--- src/rtl/mux_scan_pkg.sv ---
// Shared types and sizes for the mux scan sequencer.
package mux_scan_pkg;

    localparam int N_CH  = 4;
    localparam int SEL_W = 2;
    localparam int CNT_W = 4;

    typedef enum logic [1:0] {
        ST_IDLE   = 2'd0,
        ST_SETTLE = 2'd1,
        ST_SAMPLE = 2'd2,
        ST_DONE   = 2'd3
    } scan_state_e;

    // True when at least one channel of a mask is enabled.
    function automatic logic any_enabled(input logic [N_CH-1:0] mask);
        return |mask;
    endfunction

endpackage

--- src/rtl/mux_scan_ctrl_chan_next_find.sv ---
// Combinational finder for the lowest enabled channel above (or, with incl,
// at or above) a given index.
module chan_next_find
    import mux_scan_pkg::*;
(
    input  logic [N_CH-1:0]  mask,
    input  logic [SEL_W-1:0] cur,
    input  logic             incl,
    output logic [SEL_W-1:0] nxt,
    output logic             found
);

    // Scan from the top down so that the lowest qualifying channel wins last.
    always_comb begin
        logic hit_s;
        nxt   = cur;
        found = 1'b0;
        hit_s = 1'b0;
        for (int i = N_CH - 1; i >= 0; i--) begin
            hit_s = mask[i] && ((i > int'(cur)) || (incl && (i == int'(cur))));
            nxt   = hit_s ? SEL_W'(i) : nxt;
            found = found | hit_s;
        end
    end

endmodule

--- src/rtl/mux_scan_ctrl.sv ---
// Scan sequencer in front of the 4:1 mux: walks Sel through the enabled
// channels, waits SETTLE cycles per channel, captures Z into Word and offers
// the word through a Valid/Ready handshake.
// Optional build macro MUX_SCAN_CONT_EN: continuous mode, a new scan is
// launched on every handshake edge with the mask re-latched from En.
module mux_scan_ctrl
    import mux_scan_pkg::*;
#(
    parameter int SETTLE = 1
) (
    input  logic             Clk,
    input  logic             Rst_n,
    input  logic             Start,
    input  logic [N_CH-1:0]  En,
    input  logic             Z,
    output logic [SEL_W-1:0] Sel,
    output logic             Busy,
    output logic [N_CH-1:0]  Word,
    output logic             Valid,
    input  logic             Ready
);

    localparam logic [CNT_W-1:0] SETTLE_C = CNT_W'(SETTLE);
    // With no settle time each channel is a single SAMPLE cycle.
    localparam scan_state_e ST_FIRST = (SETTLE == 0) ? ST_SAMPLE : ST_SETTLE;

    scan_state_e      state_r;
    logic [CNT_W-1:0] cnt_r;
    logic [N_CH-1:0]  mask_r;
    logic [SEL_W-1:0] sel_r;
    logic [N_CH-1:0]  word_r;
    logic             busy_r;
    logic             valid_r;

    logic [SEL_W-1:0] first_sel_s;
    logic             first_found_s;
    logic [SEL_W-1:0] next_sel_s;
    logic             next_found_s;
    logic             hs_s;
    logic             launch_s;

    // First channel of a new scan, taken straight from the live En.
    chan_next_find u_first (
        .mask  (En),
        .cur   ({SEL_W{1'b0}}),
        .incl  (1'b1),
        .nxt   (first_sel_s),
        .found (first_found_s)
    );

    // Next channel of the running scan, from the latched mask.
    chan_next_find u_next (
        .mask  (mask_r),
        .cur   (sel_r),
        .incl  (1'b0),
        .nxt   (next_sel_s),
        .found (next_found_s)
    );

    assign hs_s = (state_r == ST_DONE) && valid_r && Ready;

`ifdef MUX_SCAN_CONT_EN
    assign launch_s = ((state_r == ST_IDLE) && Start) || hs_s;
`else
    assign launch_s = (state_r == ST_IDLE) && Start;
`endif

    // Scan FSM with settle counter, channel select and snapshot register.
    // An empty mask passes through one SAMPLE cycle that writes nothing and
    // finds no channel, so Valid rises one edge after the launch edge.
    always_ff @(posedge Clk or negedge Rst_n) begin
        if (!Rst_n) begin
            state_r <= ST_IDLE;
            cnt_r   <= {CNT_W{1'b0}};
            mask_r  <= {N_CH{1'b0}};
            sel_r   <= {SEL_W{1'b0}};
            word_r  <= {N_CH{1'b0}};
            busy_r  <= 1'b0;
            valid_r <= 1'b0;
        end else if (launch_s) begin
            mask_r  <= En;
            word_r  <= {N_CH{1'b0}};
            valid_r <= 1'b0;
            if (any_enabled(En) && first_found_s) begin
                sel_r   <= first_sel_s;
                busy_r  <= 1'b1;
                cnt_r   <= SETTLE_C;
                state_r <= ST_FIRST;
            end else begin
                busy_r  <= 1'b0;
                state_r <= ST_SAMPLE;
            end
        end else begin
            case (state_r)
                ST_IDLE: begin
                    state_r <= ST_IDLE;
                end
                ST_SETTLE: begin
                    if (cnt_r <= CNT_W'(1)) begin
                        cnt_r   <= {CNT_W{1'b0}};
                        state_r <= ST_SAMPLE;
                    end else begin
                        cnt_r   <= cnt_r - CNT_W'(1);
                    end
                end
                ST_SAMPLE: begin
                    if (mask_r[sel_r]) begin
                        word_r[sel_r] <= Z;
                    end else begin
                        word_r <= word_r;
                    end
                    if (next_found_s) begin
                        sel_r   <= next_sel_s;
                        cnt_r   <= SETTLE_C;
                        state_r <= ST_FIRST;
                    end else begin
                        busy_r  <= 1'b0;
                        valid_r <= 1'b1;
                        state_r <= ST_DONE;
                    end
                end
                ST_DONE: begin
                    if (hs_s) begin
                        valid_r <= 1'b0;
                        state_r <= ST_IDLE;
                    end else begin
                        state_r <= ST_DONE;
                    end
                end
                default: begin
                    state_r <= ST_IDLE;
                    busy_r  <= 1'b0;
                    valid_r <= 1'b0;
                end
            endcase
        end
    end

    assign Sel   = sel_r;
    assign Busy  = busy_r;
    assign Word  = word_r;
    assign Valid = valid_r;

endmodule
--- config.mk ---
export PLATFORM = sky130hd
export DESIGN_NAME = mux_scan_ctrl
export DESIGN_NICKNAME = d
export VERILOG_FILES = /design/src/rtl/mux_scan_pkg.sv /design/src/rtl/mux_scan_ctrl_chan_next_find.sv /design/src/rtl/mux_scan_ctrl.sv
export SDC_FILE = /design/constraint.sdc
export NUM_CORES = 1
export LEC_CHECK = 0
export CAP_MARGIN = 20
export CORE_ASPECT_RATIO = 1.1
export CORE_MARGIN = 2
export CORE_UTILIZATION = 45
export CTS_CLUSTER_DIAMETER = 30
export DETAILED_ROUTE_END_ITERATION = 16
export HOLD_SLACK_MARGIN = 0.15
export PLACE_DENSITY = 0.69
export SETUP_SLACK_MARGIN = 0.3
export SLEW_MARGIN = 20
export SYNTH_ARGS = -nofsm -noshare
export SYNTH_HDL_FRONTEND = slang
export SYNTH_SLANG_ARGS = --single-unit
--- constraint.sdc ---
create_clock -name Clk -period 3.7 [get_ports Clk]
set_clock_uncertainty 0.1 [all_clocks]
set_input_delay 0.555 -clock Clk [delete_from_list [all_inputs] [get_ports Clk]]
set_output_delay 0.555 -clock Clk [all_outputs]
set_load 0.02 [all_outputs]
# Word level (Yosys, flattened, before mapping)
# Cells that the tools add are included.
# W data, S select, Z words.
# word_totals
inputBits	9
out_inout_bits	8
elab_cells	87
regBits	18
# op_classes
n_addsub	1
n_bitwise	5
muxes	38
n_lt_le_gt_ge	6
eq_ne	9
n_reduce_logical	21
# op_table
operator	count
$mux W2	16
$mux W4	7
$ne A3 B3 Y1 const B	4
$mux W1	9
$logic_and A1 B1 Y1	8
$pmux W2 S4	1
$pmux W4 S2	1
$reduce_and A3 Y1	2
$reduce_bool A2 Y1	3
$reduce_bool A3 Y1	2
$or A1 B1 Y1	5
$bwmux W4	1
$eq A2 B2 Y1 const B	2
$gt A2 B2 Y1 const A	2
$le A4 B1 Y1 const B	1
$ne A2 B1 Y1 const B	2
$reduce_and A2 Y1	2
$reduce_and A4 Y1	1
$reduce_bool A4 Y1	1
$reduce_or A4 Y1	1
$sub A4 B1 Y4 const B	1
$lt A2 B3 Y1 const B	1
$bmux W1 S2	1
$demux W1 S2	1
5 further kinds	5

# Depth between registers and ports, before layout
# Gate-level depths: netlist of the first run.
# logic_depth
ltp_word	8
ltp_mapped	7
mapped_depth_nobuf	7

# Modules after synthesis
# From an unflattened synthesis of the first run, not the netlist that was laid out.
# hier_totals
hier_cells	131
hier_area_um2	1193.6
# by_module_without_submodules
mod	area_per_inst_um2	cells_each	n_inst	seq_area_each_um2
mux_scan_ctrl	973.4	97	1	450.4
chan_next_find	110.1	17	2	0.0

# Least setup slack after synthesis of the first run
# OpenSTA, ideal clock, no wires.
# synth_path
kind	input-to-reg
start	input port En[0]
end	register cnt_r[0]
arrival_ns	1.642
required_ns	3.472
path_buffers	0
setup_ns	0.128
cell_stages	4
path_slack_ns	1.831
path_cell_list	or4_4 -> a21oi_2 -> o22ai_2 -> mux2_1
# synth_via
elab_chain_cells	4
word_cells_on_any_way	5
cone_classes	eq/ne (1); bitwise (1); reduce/logical (3)
# synth_rtl
item	line	rtl
start, declared	mux_scan_ctrl.sv:14	input logic [N_CH-1:0] En,
$reduce_or A4 Y1 or $or A1 B1 Y1 (tied branches)	mux_scan_pkg.sv:17, mux_scan_ctrl_chan_next_find.sv:22	
$logic_and A1 B1 Y1 (*)	mux_scan_ctrl.sv:84	if (any_enabled(En) && first_found_s) begin
$ne A2 B1 Y1 (no line) (*)	n/a	
$reduce_and A3 Y1 (no line) (*)	n/a	
end signal, assigned	mux_scan_ctrl.sv:74	cnt_r <= {CNT_W{1'b0}};
end signal, assigned	mux_scan_ctrl.sv:100	cnt_r <= {CNT_W{1'b0}};
end signal, assigned	mux_scan_ctrl.sv:103	cnt_r <= cnt_r - CNT_W'(1);
end, declared	mux_scan_ctrl.sv:28	logic [CNT_W-1:0] cnt_r;
# Every way passes the cells marked *; elsewhere a longest branch is shown, timed or not.
# A chain may end at the register's enable or synchronous reset.

# Final worst setup path of the first run
# layout_path
start	input port Start
end	register sel_r[0], in the netlist Sel[0]
# layout_via
elab_chain_cells	3
word_cells_on_any_way	7
cone_classes	eq/ne (1); mux (1); reduce/logical (5)
# layout_rtl
item	line	rtl
start, declared	mux_scan_ctrl.sv:13	input logic Start,
$logic_and A1 B1 Y1 (*)	mux_scan_ctrl.sv:65	assign launch_s = (state_r == ST_IDLE) && Start;
$reduce_bool A4 Y1 (no line), or another cell as far along	n/a	
$reduce_and A4 Y1 (no line)	n/a	
end signal, assigned	mux_scan_ctrl.sv:76	sel_r <= {SEL_W{1'b0}};
end signal, assigned	mux_scan_ctrl.sv:85	sel_r <= first_sel_s;
end signal, assigned	mux_scan_ctrl.sv:113	sel_r <= next_sel_s;
end, declared	mux_scan_ctrl.sv:30	logic [SEL_W-1:0] sel_r;
# Marks and branches as above.

==> metrics.md, run 1 <==
| Metric | Value |
|---|---|
| Layout Nets | `136` |
| Share of cells above drive strength 1 | `10.57%` |
| Synth Warn # | `0` |
| Arrival time at the worst endpoint | `2.42 ns` |
| Fin Setup TNS | `0 ns` |
| CTS Sinks | `18` |
| Core Rows | `17` |
| DP HPWL | `1.569 mm` |
| Post-synthesis sequential area ratio | `44.72%` |
| Iter 0 DRT Violations | `8` |
| Die Ht | `53.62 um` |
| Post-cts gate resize count | `0` |
| Routed len/inst | `13.97 um` |
| Clock Tree Buf Depth | `2` |
| Clock Tree Root | `clkbuf_4` |
| Vias | `852` |
| TritonCTS buffer count | `3` |
| Synthesized cell area | `1007 um2` |
| Die area | `2633 um2` |
| Commonest non-fill, non-tap cell in the layout | `dfrtp_1` |
| Detailed Route WL | `2.110 mm` |
| Pwr/cell area | `832.9 nW/um2` |
| Pre-CTS setup slack | `1.064 ns` |
| Cell taking the most area after synthesis | `dfrtp_1` |
| WHS | `0.4124 ns` |
| Largest net degree at the start of global routing | `19` |
| I/O Pins | `17` |
| GRT overflow | `0` |
| Pins Over Slew Limit | `0` |
| Peak VDD IR | `0.4188 mV` |
| Dpl cells | `148` |
| R2r setup slk | `1.63 ns` |
| Number of diodes | `0` |
| Power, Total | `0.001015 W` |
| TritonRoute pass-1 iters | `4` |
| Post-synth top area share | `44.72%` |
| # H-tree levels | `1` |
| Fin worst setup slack | `1.353 ns` |
| Tmin final | `2.347 ns` |
| Total GRT Usage | `18.72%` |
| Slew HR | `46.26%` |
| Static Leak | `0.5276 nW` |
| Final period util | `63.44%` |
| Area delta synth->final | `20.99%` |
| CTS tree | `yes` |
| Max-Cap Viols | `0` |
| Worst-Margin Slew | `0.8036 ns` |
| Fmax | `426.0 MHz` |
| RSZ-0062 raised after global routing | `no` |
| Vias in the first global route | `887` |
| Clk_lat worst skew | `0.28 ns` |
| Largest cells by area after synthesis | `dfrtp_1, mux2_2, nor2_1` |
| WS Path Type | `primary input to register` |
| Req. time, crit path | `3.77 ns` |
| PortBufs | `16` |
| Reg clk slew, reported paths | `0.10 ns` |
| Status | `finished, final reports clean` |
| Fin. Hold Viols | `0` |
| Vias per cell | `5.642` |
| Syn Nets | `117` |
| Mean Syn Cell Area | `9.502 um2` |
| Commonest non-fill, non-tap cells in the layout | `dfrtp_1, clkdlybuf4s50_1, nor2_1` |
| Final setup vio count | `0` |
| Register Area | `450.4 um2` |
| Core Area | `2063 um2` |
| Crit-path max FO | `10` |
| Hold Path Class | `register to register` |
| Post-CTS Setup Repair Bufs | `0` |
| Initial core utilization | `48.82%` |
| Initial antenna violation count | `0` |
| Residual DRC | `0` |
| Synthesized instance count | `106` |
| Synth Register Bits | `18` |
| RD Place Congestion | `0.8498` |
| Startpoint type of the worst setup path | `primary input` |
| Non-filler instance count after layout | `151` |
| First-pass GRT wire length | `3.822 mm` |
| Post-DRT Antenna Nets | `0` |
| Crit end category | `register` |
| Netlist cell types | `33` |
| Hold-fix buffers, CTS | `0` |
| Die Span X | `49.11 um` |
| Filler cells | `193` |
| Multi-input combinational cell area | `520.5 um2` |
-- cells by family (layout without fill, tap and decap cells) --
logic type,after synthesis,after routing,share of synthesized area (%)
buffers and inverters,9,26,3.602
AOI/OAI and AO/OA,25,25,16.27
and+or+nand+nor,41,41,21.12
adders and majority gates,2,2,2.484
DFF,18,18,44.72
muxes,11,11,11.80
-- registers in the layout, indices dropped and copies added (netlist names) --
name / count
cnt_r: 4
mask_r: 4
state_r: 2
Word: 4
Valid: 1
Sel: 2
Busy: 1
-- where the power goes --
part | switching [W] | total [W] | internal (W)
Sequential | 0.000117 | 0.000408 | 0.000291
Clock | 0.0000584 | 0.0000961 | 0.0000377
Combinational | 0.000256 | 0.000511 | 0.000255
-- critical path, cell delays in order --
cell and delay (ns):
clkdlybuf4s50_1 0.59, nor3b_2 0.45, buf_4 0.25, a21oi_1 0.07
o21ai_0 0.14, mux2_2 0.37
-- per-stage QoR --
| step | util [%] | cell area [um2] |
|---|---|---|
| 4_1_cts | 59.07 | 1219 |
| 5_1_grt | 59.07 | 1219 |
| 3_3_place_gp | 57.97 | 1196 |
| 3_5_place_dp | 57.97 | 1196 |
| 2_1_floorplan | - | 1007 |
| 6_report | 59.07 | 1219 |
-- cell type report --
type,instances,share of cell area [%]
Timing Repair Buffer,17,13.76
Clock buffer,3,1.848
Tap cell,28,2.875
Sequential cell,18,36.96
Inverter,6,1.848
Multi-Input combinational cell,79,42.71
-- layer usage --
metal  track usage (%)  part of all wire [%]  vias to the layer above
met1             23.10                    46                      419
met4             7.143                   1.3                        0
met3             3.611                   3.6                        4
met5                 0                     0                        -
li1                  -                     -                      416
met2             32.88                    48                       13
-- worst paths after layout --
path,start,end,cells after the start
worst min register to register,mask_r[0],mask_r[0],1
worst max register to register,state_r[0],Sel[0],5
min in group asynchronous,Rst_n,cnt_r[3],1
worst max-delay path,Start,Sel[0],6
worst min-delay path,mask_r[0],mask_r[0],1
max in group asynchronous,Rst_n,mask_r[3],1
-- Yosys cell counts --
| cell | instances |
|---|---|
| o22a_1 | 2 |
| mux2_2 | 5 |
| nor4_1 | 1 |
| or4_4 | 1 |
| nand2_1 | 7 |
| mux2_1 | 2 |
| a21oi_1 | 4 |
| nor2_1 | 13 |
| a21oi_2 | 1 |
| buf_2 | 2 |
| dfrtp_1 | 18 |
| nand2b_1 | 3 |
| clkbuf_1 | 1 |
| ha_1 | 2 |
| o211ai_1 | 2 |
| o21bai_1 | 1 |
| nand4b_1 | 1 |
| inv_1 | 6 |
| a31oi_1 | 1 |
| o221ai_1 | 1 |
| and3_1 | 2 |
| o22ai_2 | 1 |
| nor3_1 | 3 |
| mux2i_1 | 4 |
| a21o_1 | 1 |
| or3_1 | 1 |
| nand3b_1 | 1 |
| nor2b_1 | 2 |
| o22ai_1 | 4 |
| nand4_1 | 1 |
| o21ai_0 | 7 |
| nand3_1 | 4 |
| nor3b_2 | 1 |
Power figures use the tool's default switching activity.
==> inputs of run 2 (changes only) <==
- clock period: 3.7 -> 2.4 ns (I/O delays scaled with it)
==> metrics.md, run 2 (same netlist as run 1, synthesis figures left out) <==
| Metric | Value |
|---|---|
| Reg clk slew, reported paths | `0.09 ns (about the same)` |
| Share of cells above drive strength 1 | `12.70% (+2.1 points)` |
| DP HPWL | `1.594 mm (+1.6%)` |
| Clk_lat worst skew | `0.28 ns (about the same)` |
| Peak VDD IR | `0.7251 mV (+73%)` |
| WHS | `0.2948 ns (-0.1176 ns)` |
| Final setup vio count | `0 (unchanged)` |
| Internal power | `0.0009081 W (+56%)` |
| Sw Share | `42.25% (-0.23 points)` |
| Clock share of power | `9.1% (-0.4 points)` |
| Clock Tree Buf Depth | `2 (unchanged)` |
| Post-CTS Setup Repair Bufs | `0 (unchanged)` |
| CP peak stage delay | `0.59 ns (about the same)` |
| RD Place Congestion | `0.8572 (+0.87%)` |
| Crit end category | `register` |
| Core Area | `2063 um2 (unchanged)` |
| I/O Pins | `17 (unchanged)` |
| Top routing layer used | `met4` |
| Family with the most delay on the worst path | `simple AND/OR/NAND/NOR gates` |
| Core Rows | `17 (unchanged)` |
| Fin area | `1241 um2 (+1.8%)` |
| GRT overflow | `0 (unchanged)` |
| Pins Over Slew Limit | `0 (unchanged)` |
| First-pass GRT wire length | `3.891 mm (+1.8%)` |
| Routed length on met1 | `947 um (-3.5%)` |
| WS Path Type | `primary input to register` |
| Residual DRC | `0 (unchanged)` |
| Die Ht | `53.62 um (unchanged)` |
| Hold Path Class | `primary input to asynchronous set/reset pin` |
| Tmin final | `1.979 ns` |
| Fmax | `505.4 MHz` |
| Worst-Margin Slew | `0.4966 ns (-0.3070 ns)` |
| Arrival time at the worst endpoint | `2.05 ns (-0.37 ns)` |
| Hold-fix buffers, CTS | `0 (unchanged)` |
| Core Util, Final | `60.16% (+1.1 points)` |
| Filler cells | `208 (+7.8%)` |
| Vias per cell | `5.526 (-2.1%)` |
| Slew HR | `66.64% (+20 points)` |
| Post-cts gate resize count | `0 (unchanged)` |
| TritonRoute pass-1 iters | `4 (unchanged)` |
| CTS tree | `yes` |
| Req. time, crit path | `2.47 ns (-1.30 ns)` |
| TritonCTS buffer count | `3 (unchanged)` |
| Fin Setup TNS | `0 ns (unchanged)` |
| Commonest non-fill, non-tap cells in the layout | `dfrtp_1, clkdlybuf4s50_1, nor2_1` |
| Pwr/cell area | `1267 nW/um2 (+52%)` |
| Vias | `851 (-0.12%)` |
| Sw power | `0.0006644 W (+54%)` |
| Met3 wire length | `41 um (-47%)` |
| # H-tree levels | `1 (unchanged)` |
| CP Cell Sequence | `clkdlybuf4s50_1 > or4_4 > a21oi_2 > o22ai_2 > mux2_1` |
| Placement Cell Area | `1219 um2 (+1.9%)` |
| Die Span X | `49.11 um (unchanged)` |
| Largest net degree at the start of global routing | `19 (unchanged)` |
| Fin. Hold Viols | `0 (unchanged)` |
| Iter 0 DRT Violations | `18 (+10)` |
| Total GRT Usage | `19.28% (+0.55 points)` |
| Crit-path max FO | `5 (-5)` |
| Status | `finished, final reports clean` |
| Combinational power share | `50.7% (+0.3 points)` |
| Post-DRT Antenna Nets | `0 (unchanged)` |
| PortBufs | `16 (unchanged)` |
| Layout Nets | `139 (+2.2%)` |
| Slowest cell on crit path | `or4_4` |
| Startpoint type of the worst setup path | `primary input` |
| Initial antenna violation count | `0 (unchanged)` |
| CTS Sinks | `18 (unchanged)` |
| Number of diodes | `0 (unchanged)` |
| Detailed Route WL | `2.146 mm (+1.7%)` |
| Routed len/inst | `13.94 um (-0.28%)` |
| Static Leak | `0.5425 nW (+2.8%)` |
| Die area | `2633 um2 (unchanged)` |
| Seq pwr share | `40.2% (about the same)` |
| Clock Tree Root | `clkbuf_4` |
| Initial core utilization | `48.82% (unchanged)` |
| RSZ-0062 raised after global routing | `no` |
| DR WL met2 | `1.127 mm (+10%)` |
| WP buf/inv | `1 (-1)` |
| Final period util | `82.45%` |
| Area delta synth->final | `23.23%` |
| Max-Cap Viols | `0 (unchanged)` |
| Commonest non-fill, non-tap cell in the layout | `dfrtp_1` |
| Vias in the first global route | `893 (+0.68%)` |
==> run 2: changes by cell type in the layout (fill, tap and decap cells not counted), sizes merged <==
cell and delta:
buf +3
==> run 2: path summary, 6_finish.rpt <==
path | startpoint | endpoint | slack [ns] | cells past startpoint
max | En[0] | cnt_r[1] | 0.42 | 5
min | Rst_n | cnt_r[1] | 0.29 | 2
max reg2reg | Sel[1] | cnt_r[1] | 0.59 | 5
min reg2reg | mask_r[0] | mask_r[0] | 0.43 | 1
max in group asynchronous | Rst_n | Sel[1] | 1.71 | 2
min in group Clk | mask_r[0] | mask_r[0] | 0.43 | 1
==> run 2: area by class of cell <==
class	count	area, um2	share of cell area, %
Inverter	6	22.52	1.815
Sequential cell	18	450.4	36.29
Tap cell	28	35.03	2.823
Timing Repair Buffer	20	190.2	15.32
Clock buffer	3	22.52	1.815
Multi-Input combinational cell	79	520.5	41.94
==> run 2: layer usage <==
layer / global-route usage [%] / vias to the layer above
met4: 7.619 / 0
met2: 36.04 / 12
met3: 1.944 / 6
met1: 23.10 / 409
li1: - / 424
met5: 0 / -
==> run 2: stage by stage <==
step	instances	power (W)	worst slack (ns)
after floorplan	106	0.001154	0.6923
after global placement	151	0.001419	0.1827
after detailed placement	151	0.001432	0.1309
after CTS	154	0.001587	0.4194
after global routing	154	0.001716	0.3514
final	154	0.001573	0.4212
==> run 2: power by group through the flow <==
| stage | Combinational [W] | Sequential (W) | Clock (W) |
|---|---|---|---|
| 2_1_floorplan | 0.000519 | 0.000635 | 0 |
| 3_3_place_gp | 0.000791 | 0.000628 | 0 |
| 3_5_place_dp | 0.000796 | 0.000637 | 0 |
| 4_1_cts | 0.000806 | 0.000632 | 0.000149 |
| 5_1_grt | 0.000899 | 0.000660 | 0.000157 |
| 6_report | 0.000798 | 0.000631 | 0.000143 |
==> run 2: worst reg2reg max path: stages (launching register included) <==
cell and delay (ns):
dfrtp_1 0.46, nor2b_1 0.24, nor2_1 0.09, o22a_1 0.22
o22ai_2 0.24, mux2_1 0.35
==> inputs of run 3 (changes only) <==
- PLACE_DENSITY: 0.69 -> 0.72
- clock period: 2.4 -> 1.6 ns (I/O delays scaled with it)
==> metrics.md, run 3 (same netlist as run 1, synthesis figures left out) <==
| Metric | Value |
|---|---|
| Slew HR | `74.47% (+7.8 points)` |
| Clock Tree Buf Depth | `2 (unchanged)` |
| Non-filler instance count after layout | `197 (+28%)` |
| Crit end category | `register` |
| RSZ-0062 raised after global routing | `yes` |
| Fin worst setup slack | `-0.01496 ns (-0.4362 ns)` |
| Violated checks | `setup timing` |
| Layout Nets | `181 (+30%)` |
| Area delta synth->final | `75.40%` |
| Reg clk slew, reported paths | `0.13 ns (+0.04 ns)` |
| TritonRoute pass-1 iters | `4 (unchanged)` |
| Share of cells above drive strength 1 | `60.36% (+48 points)` |
| Core Util, Final | `85.63% (+25 points)` |
| Fin Setup TNS | `-0.02881 ns (-0.02881 ns)` |
| CTS tree | `yes` |
| Worst R2R Path Depth | `5 (unchanged)` |
| Status | `finished with violations` |
| Detailed Route WL | `3.904 mm (+82%)` |
| Crit-path max FO | `3 (-2)` |
| Post-DRT Antenna Nets | `0 (unchanged)` |
| Req. time, crit path | `1.69 ns (-0.78 ns)` |
| Clk_lat worst skew | `0.31 ns (+0.03 ns)` |
| R2r setup slk | `-0.01 ns (-0.60 ns)` |
| Arrival time at the worst endpoint | `1.71 ns (-0.34 ns)` |
| Largest net degree at the start of global routing | `19 (unchanged)` |
| Residual DRC | `0 (unchanged)` |
| DP HPWL | `1.832 mm (+15%)` |
| Pins Over Slew Limit | `0 (unchanged)` |
| Die Ht | `53.62 um (unchanged)` |
| Tmin final | `1.615 ns` |
| Fin area | `1767 um2 (+42%)` |
| Worst-Margin Slew | `0.3794 ns (-0.1172 ns)` |
| Fin. Hold Viols | `0 (unchanged)` |
| Critical R2R Capture | `cnt_r[0]` |
| Vias | `1150 (+35%)` |
| Fmax | `619.2 MHz` |
| Reg2reg start | `Sel[1]` |
| Total GRT Usage | `26.30% (+7.0 points)` |
| CTS Sinks | `18 (unchanged)` |
| Peak VDD IR | `1.473 mV (+100%)` |
| Commonest non-fill, non-tap cells in the layout | `buf_4, dfrtp_1, buf_6` |
| Die area | `2633 um2 (unchanged)` |
| Initial antenna violation count | `0 (unchanged)` |
| Core Rows | `17 (unchanged)` |
| Pwr/cell area | `2158 nW/um2 (+70%)` |
| Core Area | `2063 um2 (unchanged)` |
| Initial core utilization | `48.82% (unchanged)` |
| PortBufs | `16 (unchanged)` |
| Final period util | `100.9%` |
| Final setup vio count | `3 (+3)` |
| Routed len/inst | `19.82 um (+42%)` |
| I/O Pins | `17 (unchanged)` |
| WS Path Type | `register to register` |
| TritonCTS buffer count | `3 (unchanged)` |
| Commonest non-fill, non-tap cell in the layout | `buf_4` |
| Vias per cell | `5.838 (+5.6%)` |
| Clock Tree Root | `clkbuf_4` |
| Startpoint type of the worst setup path | `register` |
| First-pass GRT wire length | `5.175 mm (+33%)` |
| Static Leak | `0.8104 nW (+49%)` |
| Placement Cell Area | `1369 um2 (+12%)` |
| Hold Path Class | `primary input to asynchronous set/reset pin` |
| Iter 0 DRT Violations | `18 (unchanged)` |
| Max-Cap Viols | `0 (unchanged)` |
| Number of diodes | `0 (unchanged)` |
| # H-tree levels | `1 (unchanged)` |
| Hold-fix buffers, CTS | `0 (unchanged)` |
| RD Place Congestion | `0.8199 (-4.4%)` |
| GRT overflow | `0 (unchanged)` |
| Vias in the first global route | `1146 (+28%)` |
| Dpl cells | `168 (+11%)` |
| Die Span X | `49.11 um (unchanged)` |
run 3: changes by cell type in the layout (fill, tap and decap cells not counted), sizes merged:
cell	before	now
clkdlybuf4s15	0	2
clkdlybuf4s50	16	3
clkbuf	3	5
buf	4	53
dlygate4sd2	0	3
run 3: per-layer routing:
layer	GRT usage (%)	wire (um)	share of wire, %	vias up
met4	18.57	144	3.7	0
met3	2.500	157	4.0	16
li1	-	-	-	513
met5	0	0	0	-
met2	49.55	2126	54	46
met1	28.30	1475	38	575
run 3: worst max path at each step:
stage / startpoint / endpoint / depth (start not counted)
2_1_floorplan: Sel[1] / cnt_r[0] / 5
3_3_place_gp: En[0] / cnt_r[1] / 5
3_5_place_dp: En[0] / cnt_r[0] / 5
4_1_cts: Sel[1] / cnt_r[0] / 5
5_1_grt: state_r[0] / Sel[0] / 5
6_report: Sel[1] / cnt_r[0] / 5
run 3: critical path, cell delays in order, from the launching register on:
cell     delay (ns)
dfrtp_2        0.46
nor2b_4        0.14
nor2_2         0.06
o22a_1         0.22
o22ai_4        0.20
mux2_4         0.32
run 3: cell type report:
type | count | area [um2]
clock buffers | 4 | 36.28
fillers | 114 | 296.5
multi-input cells | 79 | 698.2
repair buffers | 62 | 520.5
well taps | 28 | 35.03
inverters | 6 | 22.52
flip-flops and latches | 18 | 454.2
run 3: report_power, final:
group | leakage [nW] | internal (W) | switching, W
sequential | 0.219 | 0.000682 | 0.000225
combinational | 0.570 | 0.00139 | 0.00121
clock | 0.0210 | 0.000139 | 0.000165
run 3: what timing repair did:
item | in CTS | in global routing
endpoints found under the setup margin | 26 | 23
cloned | 1 | 0
pin swaps | 17 | 13
resized for setup | 72 | 28
setup buffers | 15 | 9
run 3: through the flow:
stage	hold WS, ns	total power (W)	setup slack [ns]
2_1_floorplan	-0.1556	0.001806	-0.003989
3_3_place_gp	0.3879	0.002365	-0.4329
3_5_place_dp	0.3926	0.002416	-0.4871
4_1_cts	0.1626	0.003329	0.002255
5_1_grt	0.1725	0.003987	-0.08541
6_report	0.1523	0.003813	-0.01496
